$ cat src/rtl/pllvr_dyn_ctrl_if.sv
// Divider-change request channel into the PLLVR sequencer (valid/ready with codes).
interface pllvr_dyn_ctrl_if;
  logic       valid;
  logic       ready;
  logic [5:0] fdiv;
  logic [5:0] idiv;

  modport master (output valid, output fdiv, output idiv, input ready);
  modport slave  (input valid, input fdiv, input idiv, output ready);
endinterface

$ cat src/rtl/pllvr_dyn_ctrl.sv
// PLLVR dynamic divider sequencer: latch new codes, hold PLL in reset, then
// wait for a qualified lock or time out into a sticky error state.
module pllvr_dyn_ctrl #(
  parameter int         RESET_CYCLES = 16,
  parameter int         LOCK_STABLE  = 8,
  parameter int         LOCK_TIMEOUT = 65535,
  parameter logic [5:0] INIT_FDIV    = 6'd0,
  parameter logic [5:0] INIT_IDIV    = 6'd0
) (
  input  logic                   i_clkin,
  input  logic                   i_resetn,
  pllvr_dyn_ctrl_if.slave        req,
  input  logic                   i_pll_lock,
  output logic                   o_pll_reset,
  output logic [5:0]             o_fdiv,
  output logic [5:0]             o_idiv,
  output logic                   o_locked,
  output logic                   o_err
);
  localparam int RCW = $clog2(RESET_CYCLES + 1);
  localparam int STW = $clog2(LOCK_STABLE + 1);
  localparam int TOW = $clog2(LOCK_TIMEOUT + 1);
  localparam logic [RCW-1:0] RC_LAST = RCW'(RESET_CYCLES - 1);
  localparam logic [STW-1:0] ST_MAX  = STW'(LOCK_STABLE);
  localparam logic [TOW-1:0] TO_MAX  = TOW'(LOCK_TIMEOUT);

  typedef enum logic [1:0] {S_RST, S_WAIT, S_LOCKED, S_FAIL} state_t;

  state_t         r_state;
  logic [1:0]     r_sync;
  logic [RCW-1:0] r_rst_cnt;
  logic [STW-1:0] r_st_cnt;
  logic [TOW-1:0] r_to_cnt;
  logic           r_pll_reset;
  logic [5:0]     r_fdiv;
  logic [5:0]     r_idiv;
  logic           r_locked;
  logic           r_err;
  logic           r_ready;

  logic           w_lock_s;
  logic           w_accept;
  logic [STW-1:0] w_st_nxt;

  assign w_lock_s = r_sync[1];
  assign w_accept = req.valid && r_ready;
  // Stable run length including this cycle; any low sample restarts the run.
  assign w_st_nxt = !w_lock_s ? '0 : ((r_st_cnt == ST_MAX) ? r_st_cnt : r_st_cnt + 1'b1);

  always_ff @(posedge i_clkin) begin
    if (!i_resetn) begin
      r_state     <= S_RST;
      r_sync      <= 2'b00;
      r_rst_cnt   <= '0;
      r_st_cnt    <= '0;
      r_to_cnt    <= '0;
      r_pll_reset <= 1'b1;
      r_fdiv      <= INIT_FDIV;
      r_idiv      <= INIT_IDIV;
      r_locked    <= 1'b0;
      r_err       <= 1'b0;
      r_ready     <= 1'b0;
    end else begin
      r_sync <= {r_sync[0], i_pll_lock};
      // A request beats a same-cycle lock drop, so only one sequence runs.
      if (w_accept) begin
        r_state     <= S_RST;
        r_fdiv      <= req.fdiv;
        r_idiv      <= req.idiv;
        r_rst_cnt   <= '0;
        r_st_cnt    <= '0;
        r_to_cnt    <= '0;
        r_pll_reset <= 1'b1;
        r_locked    <= 1'b0;
        r_err       <= 1'b0;
        r_ready     <= 1'b0;
      end else begin
        case (r_state)
          S_RST: begin
            r_st_cnt <= '0;
            r_to_cnt <= '0;
            if (r_rst_cnt == RC_LAST) begin
              r_state     <= S_WAIT;
              r_rst_cnt   <= '0;
              r_pll_reset <= 1'b0;
            end else begin
              r_rst_cnt <= r_rst_cnt + 1'b1;
            end
          end
          S_WAIT: begin
            r_st_cnt <= w_st_nxt;
            if (r_to_cnt != TO_MAX) r_to_cnt <= r_to_cnt + 1'b1;
            if (w_st_nxt == ST_MAX) begin
              r_state  <= S_LOCKED;
              r_locked <= 1'b1;
              r_ready  <= 1'b1;
            end else if (r_to_cnt == TO_MAX) begin
              r_state     <= S_FAIL;
              r_err       <= 1'b1;
              r_pll_reset <= 1'b1;
              r_ready     <= 1'b1;
            end
          end
          S_LOCKED: begin
            if (!w_lock_s) begin
              r_state     <= S_RST;
              r_rst_cnt   <= '0;
              r_pll_reset <= 1'b1;
              r_locked    <= 1'b0;
              r_ready     <= 1'b0;
            end
          end
          S_FAIL: begin
            r_pll_reset <= 1'b1;
            r_err       <= 1'b1;
          end
          default: r_state <= S_RST;
        endcase
      end
    end
  end

  assign req.ready   = r_ready;
  assign o_pll_reset = r_pll_reset;
  assign o_fdiv      = r_fdiv;
  assign o_idiv      = r_idiv;
  assign o_locked    = r_locked;
  assign o_err       = r_err;
endmodule

$ cat src/flat_wrapper.sv
// flat-port wrapper written by rule: the top's interface ports become plain ports
module pllvr_dyn_ctrl_flat 
#(
  parameter int         RESET_CYCLES = 16,
  parameter int         LOCK_STABLE  = 8,
  parameter int         LOCK_TIMEOUT = 65535,
  parameter logic [5:0] INIT_FDIV    = 6'd0,
  parameter logic [5:0] INIT_IDIV    = 6'd0
)
  (i_clkin, i_resetn, i_pll_lock, o_pll_reset, o_fdiv, o_idiv, o_locked, o_err, req_valid, req_fdiv, req_idiv, req_ready);
  pllvr_dyn_ctrl_if req_i ();
  input  logic i_clkin;
  input  logic i_resetn;
  input  logic i_pll_lock;
  output logic o_pll_reset;
  output logic [5:0] o_fdiv;
  output logic [5:0] o_idiv;
  output logic o_locked;
  output logic o_err;
  input wire logic [$bits(req_i.valid)-1:0] req_valid;
  input wire logic [$bits(req_i.fdiv)-1:0] req_fdiv;
  input wire logic [$bits(req_i.idiv)-1:0] req_idiv;
  output wire logic [$bits(req_i.ready)-1:0] req_ready;
  assign req_i.valid = req_valid;
  assign req_i.fdiv = req_fdiv;
  assign req_i.idiv = req_idiv;
  assign req_ready = req_i.ready;
  pllvr_dyn_ctrl #(.RESET_CYCLES(RESET_CYCLES), .LOCK_STABLE(LOCK_STABLE), .LOCK_TIMEOUT(LOCK_TIMEOUT), .INIT_FDIV(INIT_FDIV), .INIT_IDIV(INIT_IDIV)) u_core (.i_clkin(i_clkin), .i_resetn(i_resetn), .req(req_i), .i_pll_lock(i_pll_lock), .o_pll_reset(o_pll_reset), .o_fdiv(o_fdiv), .o_idiv(o_idiv), .o_locked(o_locked), .o_err(o_err));
endmodule
$ cat config.mk
export PLATFORM = sky130hd
export DESIGN_NAME = pllvr_dyn_ctrl_flat
export DESIGN_NICKNAME = d
export VERILOG_FILES = /design/src/rtl/pllvr_dyn_ctrl_if.sv /design/src/rtl/pllvr_dyn_ctrl.sv /design/src/flat_wrapper.sv
export SDC_FILE = /design/constraint.sdc
export NUM_CORES = 1
export LEC_CHECK = 0
export ABC_AREA = 1
export BUFFER_PORTS_ARGS = -buffer_cell sky130_fd_sc_hd__buf_4
export CAP_MARGIN = 20
export CORE_MARGIN = 3
export CORE_UTILIZATION = 55
export DETAILED_ROUTE_END_ITERATION = 10
export GPL_ROUTABILITY_DRIVEN = 0
export PLACE_DENSITY = 0.77
export SLEW_MARGIN = 25
export SYNTH_ARGS = -nofsm -noshare
export SYNTH_HDL_FRONTEND = slang
export SYNTH_SLANG_ARGS = --single-unit
$ cat constraint.sdc
create_clock -name i_clkin -period 1.8 [get_ports i_clkin]
set_input_delay 0.54 -clock i_clkin [delete_from_list [all_inputs] [get_ports i_clkin]]
set_output_delay 0.54 -clock i_clkin [all_outputs]
set_load 0.02 [all_outputs]
==> metrics.txt <==
fmax 605 MHz; skew final 0.00743 ns; max-slew violations 0; CP required 1.99 ns; Post-Layout Cell Count 396; Core Rows 22; Max Root-Sink Buffers 2; minimum clock period 1.65 ns; setup_tns 0 ns; Netlist Area Pre-Place 2210 µm²; 1st-pass router iterations 4; RSZ-0062 raised after global routing no; largest net degree at the start of global routing 24; combinational share of power 0.036; die width 69.4 µm; first-pass GRT wire length 8120 µm; Switching Fraction 0.199; VDD IR max 479 µV; Psw 0.371 mW; syn nets 331; Antenna Diode Count 0; r2r worst-path depth 8; crit-path max cell delay 0.39 ns; sequential share of the synthesized area 0.408; gr usage total 0.204; Gates resized, CTS repair 0; library cells used by synthesis 30; Setup CP Type register to register; Filler cells 331; #FFs+latches synth 45; core area 3770 µm²; Layout Nets 367; detailed placer's ending HPWL 3480 µm; CP bufs+invs 0; placed cells 387; most frequent cells in the layout nand2_1, nor2_1, dfxtp_1, buf_4, inv_1; port bufs 31; outcome completed; post-route DRC violation count 0; Initial Utilization 0.586; Worst setup EP type register; Critical Path Fanout Max 11; cells after synthesis 311; commonest non-fill, non-tap cell in the layout nand2_1; Finished Core Util 0.698; Worst setup SP type register; Routed Antenna Nets 0; Static Leak 1.01 nW; max cap viols 0; Post-CTS Hold Fix Bufs 0; main flop type after synthesis dfxtp_1; P per Cell Area 708 nW/µm²; CP arrival 1.84 ns; Post-Route WL 4920 µm; worst-path cell chain ha_1 -> nand2_2 -> nor2_4 -> nand2_4 -> o21ai_4 -> nand2_4 -> a21oi_1 -> nor2_1; Reg power frac 0.543; post-place setup slack 0.134 ns; Final Hold Viols 0; share of cells above drive strength 1 0.190; Crit Reg-Reg Endpoint u_core.r_to_cnt[4]; # IOs 32; fin crit share 0.918; hold path cells 2; Post-CTS Setup Repair Bufs 0; DP Area 2500 µm²; register area 901 µm²; reg-to-reg slack, setup 0.15 ns; Final Instance Area 2630 µm²; Crit. path cell count 8; Max H-tree Level 2; Die Height 69.4 µm; worst flop-to-flop path startpoint u_core.r_to_cnt[0]; vias in the first global route 1,872; tightest hold margin 0.415 ns; Clk pwr share 0.421; most used cell, CP nand2_4; syn_area_per_cell 7.10 µm²; Setup Viol. Count Final 0; Worst Hold Launch u_core.r_sync[0]; antenna violations before repair 0; latest clock arrival within the worst-skew pair 0.30 ns; Area growth syn-to-layout 19.1%; total CTS buffers 5; CTS tree built; Die ar. 4810 µm²; HP Class register to register; Design Power 1.86 mW; measured slew at the worst slew-check pin 0.558 ns; P_int 1.49 mW; Slew HR 0.625; DR WL/cell 12.4 µm; Worst-path clk slew 0.08 ns; Hold EP u_core.r_sync[1]; critical path's top delay family simple AND/OR/NAND/NOR gates; number of synthesized flops with an enable pin 0; CTS Sinks 45; clock tree root buffer cell clkbuf_8; setup ws final 0.148 ns; vias per cell 5.13; via count 2,033; Ys Warns 0; CP max stage cell dfxtp_1; DRT iter0 DRCs 146; GR Overflow Total 0; asr flop ratio synth 0; Multi-input gate area 1150 µm²
## sequential cells by signal (all words and copies together), names as in the netlist
register and flops:
u_core.r_st_cnt 4, u_core.req.ready 1, u_core.o_fdiv 6, u_core.r_state 2, u_core.r_sync 2, u_core.r_to_cnt 16
u_core.o_pll_reset 1, u_core.o_err 1, u_core.o_locked 1, u_core.o_idiv 6, u_core.r_rst_cnt 5
## synthesized netlist by cell type, types with 2 or more instances
cell type	count	area, µm²
nor3_1	4	20.0
clkbuf_1	6	22.5
nand4_1	8	50.1
nand2_1	62	233
nor2_4	6	67.6
nand2_2	3	18.8
inv_1	28	105
or2_2	3	18.8
buf_6	2	22.5
nor2_1	47	176
o21ai_0	21	105
a211oi_1	2	15.0
dfxtp_1	45	901
nand3_1	24	120
ha_1	4	50.1
inv_2	3	11.3
xor2_1	5	43.8
a21oi_1	26	130
## metal layers
metal / share of wire / track usage / up-vias
met5: 0 / 0 / -
met4: 0.010 / 0.0586 / 0
met3: 0.070 / 0.0609 / 6
met2: 0.44 / 0.329 / 54
met1: 0.48 / 0.263 / 898
li1: - / - / 1075
## how the worst max path moves through the flow
stage                            start             endpoint
global route        u_core.r_to_cnt[0]   u_core.r_to_cnt[7]
floorplan           u_core.r_to_cnt[0]   u_core.r_to_cnt[4]
CTS                 u_core.r_to_cnt[0]   u_core.r_to_cnt[4]
detailed placement  u_core.r_to_cnt[0]  u_core.r_to_cnt[10]
global placement    u_core.r_to_cnt[0]   u_core.r_to_cnt[4]
finish              u_core.r_to_cnt[0]   u_core.r_to_cnt[4]
## kinds of logic (layout without fill, tap and decap cells)
group                    Yosys count  after routing  share of synthesized area
XOR/XNOR                           5              5                     0.0198
AO/OA/AOI/OAI                     54             54                      0.134
flip-flops                        45             45                      0.408
buffers and inverters             41             77                     0.0776
AND/OR/NAND/NOR                  162            163                      0.338
adder cells (fa/ha/maj)            4              4                     0.0227
## final cells by class
class                   instances  area share
inverters                      31      0.0442
well taps                      48      0.0228
multi-input cells             226       0.438
repair buffers                 38       0.108
clock inverters                 1      0.0114
clock buffers                   7      0.0328
flip-flops and latches         45       0.342
## worst register-to-register path, cell delays in order, from the launching register on
cell     delay [ns]
dfxtp_1        0.39
ha_1           0.19
nand2_2        0.09
nor2_4         0.14
nand2_4        0.09
o21ai_4        0.23
nand2_4        0.15
a21oi_1        0.18
nor2_1         0.08
## power by group through the flow
stage               sequential, mW  combinational (mW)  clock, mW
global placement              1.04              0.0669          0
detailed placement            1.04              0.0671          0
finish                        1.01              0.0669      0.785
global route                  1.01              0.0752      0.830
CTS                           1.01              0.0673      0.798
floorplan                     1.03              0.0334          0
(Power assumes the default switching activity.)
